[src/rtl/kbd_pkg.sv]
// Shared types and defaults for the key matrix scanner.
// The optional RELEASE_EVT_EN macro is consumed by key_matrix_scanner.
package kbd_pkg;

    typedef enum logic {
        S_SETTLE = 1'b0,
        S_SAMPLE = 1'b1
    } scan_state_t;

    localparam int DEF_ROWS     = 4;
    localparam int DEF_COLS     = 4;
    localparam int DEF_SCAN_DIV = 16;
    localparam int DEF_DEB_MAX  = 3;

    // Index width that stays at least one bit wide for single-entry ranges.
    function automatic int kw_of(input int n);
        return (n <= 1) ? 1 : $clog2(n);
    endfunction

endpackage

[src/rtl/key_debounce.sv]
// One saturating debounce integrator for a single key, plus the flag saying
// this sample would flip the key's committed state.
module key_debounce
    import kbd_pkg::*;
#(
    parameter int DEB_MAX = DEF_DEB_MAX
) (
    input  logic clk,
    input  logic rst_n,
    input  logic i_en,
    input  logic i_pressed,
    input  logic i_state,
    output logic o_cand
);

    localparam logic [3:0] MAX_V = 4'(DEB_MAX);

    logic [3:0] r_cnt;
    logic [3:0] w_cnt_next;

    always_comb begin
        w_cnt_next = r_cnt;
        if (i_en) begin
            if (i_pressed) begin
                if (r_cnt != MAX_V) w_cnt_next = r_cnt + 4'd1;
            end else begin
                if (r_cnt != 4'd0) w_cnt_next = r_cnt - 4'd1;
            end
        end
    end

    always_ff @(posedge clk or negedge rst_n) begin
        if (!rst_n) r_cnt <= 4'd0;
        else        r_cnt <= w_cnt_next;
    end

    // Judged on the post-update value so the commit lands in the same sample.
    assign o_cand = i_en && (((w_cnt_next == MAX_V) && !i_state) ||
                             ((w_cnt_next == 4'd0) && i_state));

endmodule

[src/rtl/key_matrix_scanner.sv]
// Column-scanning key matrix reader with per-key debounce and a one-deep
// press/release event slot. Define RELEASE_EVT_EN to also report releases.
module key_matrix_scanner
    import kbd_pkg::*;
#(
    parameter int ROWS     = DEF_ROWS,
    parameter int COLS     = DEF_COLS,
    parameter int SCAN_DIV = DEF_SCAN_DIV,
    parameter int DEB_MAX  = DEF_DEB_MAX
) (
    input  logic                           clk,
    input  logic                           rst_n,
    input  logic [ROWS-1:0]                row_in,
    output logic [COLS-1:0]                col_out,
    output logic [ROWS*COLS-1:0]           key_state,
    output logic                           evt_valid,
    input  logic                           evt_ready,
    output logic [kw_of(ROWS*COLS)-1:0]    evt_code,
    output logic                           evt_press
);

    localparam int NK  = ROWS * COLS;
    localparam int KW  = kw_of(NK);
    localparam int CLW = kw_of(COLS);

    logic [ROWS-1:0]     r_row_meta;
    logic [ROWS-1:0]     r_row_sync;
    logic [ROWS-1:0]     w_row_pressed;
    logic [SCAN_DIV-1:0] r_presc;
    logic                w_tick;
    scan_state_t         r_state;
    scan_state_t         w_state_next;
    logic                w_sample;
    logic [CLW-1:0]      r_col;
    logic [NK-1:0]       r_key_state;
    logic [NK-1:0]       w_cand;
    logic [NK-1:0]       w_elig;
    logic                w_slot_free;
    logic                w_commit;
    logic                w_commit_rel;
    logic [KW-1:0]       w_commit_idx;
    logic                w_load;
    logic                r_evt_valid;
    logic [KW-1:0]       r_evt_code;

    // Rows idle high through the pull-ups, so the synchroniser resets to "not pressed".
    always_ff @(posedge clk or negedge rst_n) begin
        if (!rst_n) begin
            r_row_meta <= '1;
            r_row_sync <= '1;
        end else begin
            r_row_meta <= row_in;
            r_row_sync <= r_row_meta;
        end
    end

    assign w_row_pressed = ~r_row_sync;

    always_ff @(posedge clk or negedge rst_n) begin
        if (!rst_n) r_presc <= '0;
        else        r_presc <= r_presc + 1'b1;
    end

    assign w_tick = &r_presc;

    always_ff @(posedge clk or negedge rst_n) begin
        if (!rst_n) r_state <= S_SETTLE;
        else        r_state <= w_state_next;
    end

    always_comb begin
        w_state_next = r_state;
        case (r_state)
            S_SETTLE: if (w_tick) w_state_next = S_SAMPLE;
            S_SAMPLE: w_state_next = S_SETTLE;
            default:  w_state_next = S_SETTLE;
        endcase
    end

    assign w_sample = (r_state == S_SAMPLE);

    always_ff @(posedge clk or negedge rst_n) begin
        if (!rst_n) begin
            r_col <= '0;
        end else if (w_sample) begin
            r_col <= (r_col == CLW'(COLS - 1)) ? '0 : r_col + 1'b1;
        end
    end

    assign col_out = ~(COLS'(1) << r_col);

    generate
        for (genvar gi = 0; gi < ROWS; gi++) begin : g_row
            for (genvar gj = 0; gj < COLS; gj++) begin : g_col
                key_debounce #(
                    .DEB_MAX (DEB_MAX)
                ) u_deb (
                    .clk       (clk),
                    .rst_n     (rst_n),
                    .i_en      (w_sample && (r_col == CLW'(gj))),
                    .i_pressed (w_row_pressed[gi]),
                    .i_state   (r_key_state[gi*COLS+gj]),
                    .o_cand    (w_cand[gi*COLS+gj])
                );
            end
        end
    endgenerate

    assign w_slot_free = !r_evt_valid || evt_ready;

    // Only the sampled column can raise candidates, so the lowest key index is the lowest row.
    generate
        for (genvar gi = 0; gi < NK; gi++) begin : g_elig
`ifdef RELEASE_EVT_EN
            assign w_elig[gi] = w_cand[gi] && w_slot_free;
`else
            assign w_elig[gi] = w_cand[gi] && (w_slot_free || r_key_state[gi]);
`endif
        end
    endgenerate

    always_comb begin
        w_commit     = 1'b0;
        w_commit_rel = 1'b0;
        w_commit_idx = '0;
        for (int k = NK - 1; k >= 0; k--) begin
            if (w_elig[k]) begin
                w_commit     = 1'b1;
                w_commit_rel = r_key_state[k];
                w_commit_idx = KW'(k);
            end
        end
    end

`ifdef RELEASE_EVT_EN
    assign w_load = w_commit;
`else
    assign w_load = w_commit && !w_commit_rel;
`endif

    always_ff @(posedge clk or negedge rst_n) begin
        if (!rst_n) begin
            r_key_state <= '0;
        end else if (w_commit) begin
            r_key_state <= r_key_state ^ (NK'(1) << w_commit_idx);
        end
    end

    always_ff @(posedge clk or negedge rst_n) begin
        if (!rst_n) begin
            r_evt_valid <= 1'b0;
            r_evt_code  <= '0;
        end else if (w_load) begin
            r_evt_valid <= 1'b1;
            r_evt_code  <= w_commit_idx;
        end else if (evt_ready) begin
            r_evt_valid <= 1'b0;
        end
    end

`ifdef RELEASE_EVT_EN
    logic r_evt_press;

    always_ff @(posedge clk or negedge rst_n) begin
        if (!rst_n)      r_evt_press <= 1'b0;
        else if (w_load) r_evt_press <= !w_commit_rel;
    end

    assign evt_press = r_evt_press;
`else
    assign evt_press = 1'b1;
`endif

    assign key_state = r_key_state;
    assign evt_valid = r_evt_valid;
    assign evt_code  = r_evt_code;

endmodule
[config.mk]
export PLATFORM = sky130hd
export DESIGN_NAME = key_matrix_scanner
export DESIGN_NICKNAME = d
export VERILOG_FILES = /design/src/rtl/kbd_pkg.sv /design/src/rtl/key_debounce.sv /design/src/rtl/key_matrix_scanner.sv
export SDC_FILE = /design/constraint.sdc
export NUM_CORES = 1
export LEC_CHECK = 0
export BUFFER_PORTS_ARGS = -buffer_cell sky130_fd_sc_hd__buf_2
export CORE_UTILIZATION = 37
export CTS_CLUSTER_DIAMETER = 50
export CTS_CLUSTER_SIZE = 20
export DETAILED_ROUTE_END_ITERATION = 7
export GPL_TIMING_DRIVEN = 0
export HOLD_SLACK_MARGIN = 0.02
export PLACE_DENSITY = 0.52
export SLEW_MARGIN = 5
export SYNTH_ARGS = -nofsm -noshare
export SYNTH_HDL_FRONTEND = slang
export SYNTH_SLANG_ARGS = --single-unit
[constraint.sdc]
create_clock -name clk -period 3.9 [get_ports clk]
set_clock_uncertainty 0.1 [all_clocks]
set_input_delay 1.17 -clock clk [delete_from_list [all_inputs] [get_ports clk]]
set_output_delay 1.17 -clock clk [all_outputs]
set_load 0.005 [all_outputs]
### Yosys cells after proc, flatten, opt, wreduce, memory -nomap -nowiden

Index checks and enable logic that the tools add are counted.

* add/subtract/negate cells: 34
* multiply operators: 0
* divide/modulo/power cells: 0
* magnitude comparators: 0
* equal/unequal tests: 35
* shift-type cells: 2
* muxes and demuxes: 117
* bitwise logic cells: 4
* reductions and logical operators: 155

Operators by type and width (count)
* 4-bit 2-to-1 mux: 80
* 1-bit logical AND: 69
* 4-bit by 1-bit adder with 4-bit output, second input constant: 16
* 4-bit by 2-bit == test with 1-bit output, second input constant: 16
* 4-bit zero test: 16
* 4-bit by 2-bit inequality test with 1-bit output, second input constant: 16
* 4-bit nonzero test: 16
* 4-bit by 1-bit subtractor with 4-bit output, second input constant: 16
* 1-bit 2-to-1 mux: 35
* 1-bit logical OR: 33
* 1-bit zero test: 18
* 16-bit by 1-bit adder with 16-bit output, second input constant: 1
* 16-bit AND reduction: 1
* 1-bit by 4-bit << shifter with 16-bit output, first input constant: 1
* 16-bit XOR: 1
* 4-bit inverter: 2
* 2-bit == test, second input constant: 2
* 1-bit by 2-bit << shifter with 4-bit output, first input constant: 1
* 2-bit by 1-bit adder with 2-bit output, second input constant: 1
* 2-bit by 1-bit == test with 1-bit output, second input constant: 1
* 2-bit zero test: 1
* 2-bit 2-to-1 mux: 1
* 1-bit case mux with 2 select lines: 1
* 2-bit nonzero test: 1
* 1-bit inverter: 1

* register bits after elaboration: 112
* latch bits: 0
* RAM bits: 0
* memory bits (read-only): 0
* input bits: 7
* output and inout port bits: 26
* memories: 0

### Logic depth before layout (Yosys ltp)

* depth after elaboration: 28
* gate-level depth with buffers: 15
* gate-level depth less buffers: 12

### Cells and area by module

From an unflattened synthesis, not the netlist that was laid out.

* cell total of the unflattened synthesis: 901
* area total of the unflattened synthesis: 8132.8 µm²

Modules (own cells, without submodules)
* key_debounce (g_row[0].g_col[1].u_deb ...): instances 15, cells each 40, area an instance 337.8 µm², sequential area each 100.1 µm²
* key_matrix_scanner: instances 1, cells each 260, area an instance 2720.1 µm², sequential area each 1211.2 µm²
* key_debounce (g_row[0].g_col[0].u_deb): instances 1, cells each 41, area an instance 345.3 µm², sequential area each 100.1 µm²

### Least setup slack after synthesis

Ideal clock, no wire load.

* kind: input to register
* start: in evt_ready
* end: reg r_evt_code[2] (netlist: evt_code[2])
* library setup time: 128 ps
* arrival time: 3546 ps
* path slack: 127 ps
* cell stages on the path: 12
* buffers on the path: 2
* cells stage by stage: nor2b_1 > buf_1 > clkbuf_1 > nor2_1 > o21ai_0 > nor4_1 > o21ai_0 > nand2_1 > or4_4 > nand2b_1 > o2111ai_2 > mux2_1

* word-level cells in the longest chain between the ends: 21
* elaborated cells between the ends (all ways): 83
* those cells by class: 48 x mux; 35 x reduce/logical

Ends and longest elaborated chain
* from (decl): line key_matrix_scanner.sv:17 `input logic evt_ready,`
* 1-bit logical OR (*): line key_matrix_scanner.sv:109 `assign w_slot_free = !r_evt_valid || evt_ready;`
* 1-bit logical OR: line key_matrix_scanner.sv:117 `assign w_elig[gi] = w_cand[gi] && (w_slot_free || r_key_state[gi]);`
* 1-bit logical AND: line key_matrix_scanner.sv:117
* 1-bit 2-to-1 mux (16 in a row): line key_matrix_scanner.sv:127 `if (w_elig[k]) begin`
* 1-bit zero test: line key_matrix_scanner.sv:138 `assign w_load = w_commit && !w_commit_rel;`
* 1-bit logical AND: line key_matrix_scanner.sv:138
* to (signal assigned): line key_matrix_scanner.sv:155 `r_evt_code <= w_commit_idx;`
* to (decl): line key_matrix_scanner.sv:44 `logic [KW-1:0] r_evt_code;`

Mark *: on every way between the ends. The rest lies on a longest branch, timed or not.
A chain may end at the register's enable or synchronous reset.

### Worst setup path in the final report

* start: reg r_col[0]
* end: reg r_evt_code[2] (netlist: evt_code[2])

* word-level cells in the longest chain between the ends: 26
* elaborated cells between the ends (all ways): 186
* those cells by class: 19 x eq/ne; 64 x mux; 103 x reduce/logical

Ends and longest elaborated chain
* from (decl): line key_matrix_scanner.sv:34 `logic [CLW-1:0] r_col;`
* from (signal assigned): line key_matrix_scanner.sv:86 `r_col <= (r_col == CLW'(COLS - 1)) ? '0 : r_col + 1'b1;`
* 2-bit == test: line key_matrix_scanner.sv:100 `.i_en (w_sample && (r_col == CLW'(gj))),`
* 1-bit logical AND: line key_matrix_scanner.sv:100
* 4-bit 2-to-1 mux: line key_debounce.sv:23 `if (i_en) begin`
* 4-bit by 2-bit == test with 1-bit output or 4-bit zero test (tied branches): line key_debounce.sv:38, key_debounce.sv:39
* 1-bit logical AND, on equally long branches: line key_debounce.sv:38, key_debounce.sv:39
* 1-bit logical OR: line key_debounce.sv:38 `assign o_cand = i_en && (((w_cnt_next == MAX_V) && !i_state) ||`
* 1-bit logical AND: line key_debounce.sv:38
* 1-bit logical AND: line key_matrix_scanner.sv:117
* 1-bit 2-to-1 mux (16 in a row): line key_matrix_scanner.sv:127
* 1-bit zero test: line key_matrix_scanner.sv:138
* 1-bit logical AND: line key_matrix_scanner.sv:138

Several ways; a longest one is shown, not always the timed one.

==> results.ini <==
[worst_setup_path]
crit_buf_inv = 2
cp-end-kind = flip-flop
cp_cell_sequence = inv_2, ha_4, and2_1, buf_2, nor2_1, or4_4, and3_4, o2111ai_4, o21ai_4, or4_4, nand2b_1, o2111ai_4, mux2_1
cpLargestDelayFamily = simple AND/OR/NAND/NOR gates
ff2ff_setup_slack_ps = 130
cpPeakStageDelay_ps = 550
rr_startpoint = r_col[0]
crit_arrival_ps = 3930
startpoint_type = flip-flop
cp.depth = 13
worstSetupPathType = reg -> reg
timing.rr.end = evt_code[2]
cp.required_ps = 4070
r2r_cells = 13
cpMaxStageDelayCell = or4_4
cp_max_fo = 7

[timing]
slew_viol_final = 0
finalCritPeriodShare_pct = 96.6
hold_slack_ps = 259
fin_tns_setup_ps = 0
max_freq_mhz = 266
finalHoldViolations = 0
slew_headroom_pct = 56.9
min_period_ps = 3770
setup_viol = 0
tightestPinTransition_ps = 647

[clocking]
cts_sinks = 112
cts_tree = yes
cts-htree-levels = 3
clockBufferDepth = 2
numCtsBuffers = 9
cts.reportedPaths.clkPinSlew_ps = 90
root_buffer = clkbuf_16
ctsHoldBuffers = 0
clock_latency_ps = 370

[die]
core_um2 = 24500
die_area_um2 = 25700
std_cell_rows = 57
ios = 33
initial_core_util_pct = 37.8
die_y_um = 160
die_w_um = 160

[logic_synthesis]
synth_edf_count = 0
syn_inst = 1039
yosys_most_used_dff = dfrtp_1
synth.avg_cell_area_um2 = 8.91
synth-seq-cells = 112
ys_warn_count = 0
syn-num-nets = 1099
synth_cell_types = 105
seq_area_frac_synth_pct = 30.4
synth_area_um2 = 9260
asyncSetResetFlopFracSynth_pct = 100

[global_route]
track_usage_pct = 20.1
grt_first_pass_wirelength_um = 40400
grt_pass1_vias = 7302
antenna_found_initial = 0
grt-ovfl-total = 0
grt_max_degree = 81

[min_path]
min_from = r_row_meta[0]
min_path_cells = 0
hp-class = reg -> reg
min_to = r_row_sync[0]

[cells_and_area]
layout.nets = 1164
antenna_cells = 0
mostFrequentLayoutCells = dfrtp_1 (102), inv_1 (84), nor2_1 (58), buf_2 (52), ha_1 (50)
area_delta_synth_final_pct = 14.9
layout_commonest_cell = dfrtp_1
final_util_pct = 43.5
drive_above_1_share_pct = 21.9
num-fill-cells = 2398

[pwr]
power_leakage_nw = 4.83
irDropWorstVdd_uv = 235
power_density_nw_per_um2 = 215
totalPowerFinal_mw = 2.28

[drt]
final_antenna_net_count = 0
first_iter_violations = 478
vias = 7818
via_per_inst = 5.46
wirelength_um = 25500
dr.pass1.iters = 5
drc = 0
wl_per_cell_um = 17.8

[placement]
gp_congestion = 0.835
numPortBuffers = 31
hpwlAfterDp_um = 18500

[run_status]
status = complete, no violations

[job]
drv_cap = 0

[worst register-to-register path, cell delays in order (launching register included)]
cell       delay (ps)
dfrtp_1           420
inv_2             110
ha_4              210
and2_1            130
buf_2             220
nor2_1             60
or4_4             550
and3_4            210
o2111ai_4         270
o21ai_4           160
or4_4             480
nand2b_1          230
o2111ai_4         150
mux2_1            360
[synthesized netlist by cell type, types with 10 or more instances]
master	number	share of area (%)
dfrtp_1	104	28
inv_1	86	3.5
nor2_1	60	2.4
ha_1	53	7.2
nand2_1	45	1.8
a21oi_1	40	2.2
nand3_1	38	2.1
o21ai_0	34	1.8
xnor2_1	34	3.2
nand2b_1	30	2.0
buf_4	29	2.4
nor3_1	29	1.6
mux2i_1	28	3.0
nor2b_1	25	1.7
or3_1	24	1.6
buf_2	23	1.2
clkbuf_1	20	0.81
o211ai_1	16	1.3
nor3b_1	14	1.1
nand3b_1	13	1.1
and2_1	12	0.81
a21o_1	11	0.89
a221oi_1	11	1.0
or3b_2	11	1.0
o21a_1	10	0.81
[routing by layer]
layer | vias up | track usage [%] | wire [um]
li1 | 3883 | - | -
met1 | 3784 | 29.1 | 12700
met2 | 129 | 31.4 | 11600
met3 | 22 | 2.49 | 843
met4 | 0 | 5.15 | 364
met5 | - | 0 | 0
[timing repair]
action	4_1_cts	5_1_grt
setup endpoints to repair	17	16
setup buffers	5	15
pin swaps	4	14
resized for setup	29	44
gates cloned	0	2
[worst max-delay path by stage]
stage,start,to
floorplan,evt_ready,evt_code[2]
global placement,evt_ready,evt_code[2]
detailed placement,evt_ready,evt_code[3]
CTS,r_col[1],evt_code[3]
global route,r_col[0],key_state[12]
finish,r_col[0],evt_code[2]
[metrics by stage]
stage | setup slack [ps] | area, um^2 | std cells
6_report | 134 | 10600 | 1433
5_1_grt | -29.1 | 10600 | 1433
4_1_cts | 17.4 | 10300 | 1416
3_5_place_dp | -1070 | 9850 | 1395
3_3_place_gp | -1010 | 9820 | 1394
2_1_floorplan | 127 | 9260 | 1039
[final cells by class]
cell class                      instances  area [um^2]  area share, %
Multi-Input combinational cell        767         5970           56.1
Sequential cell                       112         2820           26.5
Buffer                                 74          463           4.35
Tap cell                              324          405           3.81
Timing Repair Buffer                   53          344           3.23
Inverter                               87          327           3.07
Clock buffer                            9          225           2.12
Clock inverter                          7         91.3          0.859
[kinds of logic after synthesis]
logic type,Yosys count,synth area share [%]
simple gates,389,25.3
other cells,1,0.0405
buf+inv,161,8.10
xor+xnor,40,3.78
mux,45,5.53
compound gates,238,19.7
flops,112,30.4
fa+ha+maj,53,7.16
[flip-flops by register name, indices dropped and copies added (netlist names)]
name,cells
evt_code,4
evt_valid,1
g_row.g_col.u_deb.r_cnt,64
key_state,16
r_col,2
r_presc,16
r_row_meta,4
r_row_sync,4
r_state,1
[report_power, final]
group          internal [mW]  switching [mW]
clock                  0.469           0.546
sequential              1.17         0.00214
combinational         0.0334          0.0649
Power figures use the tool's default switching activity.
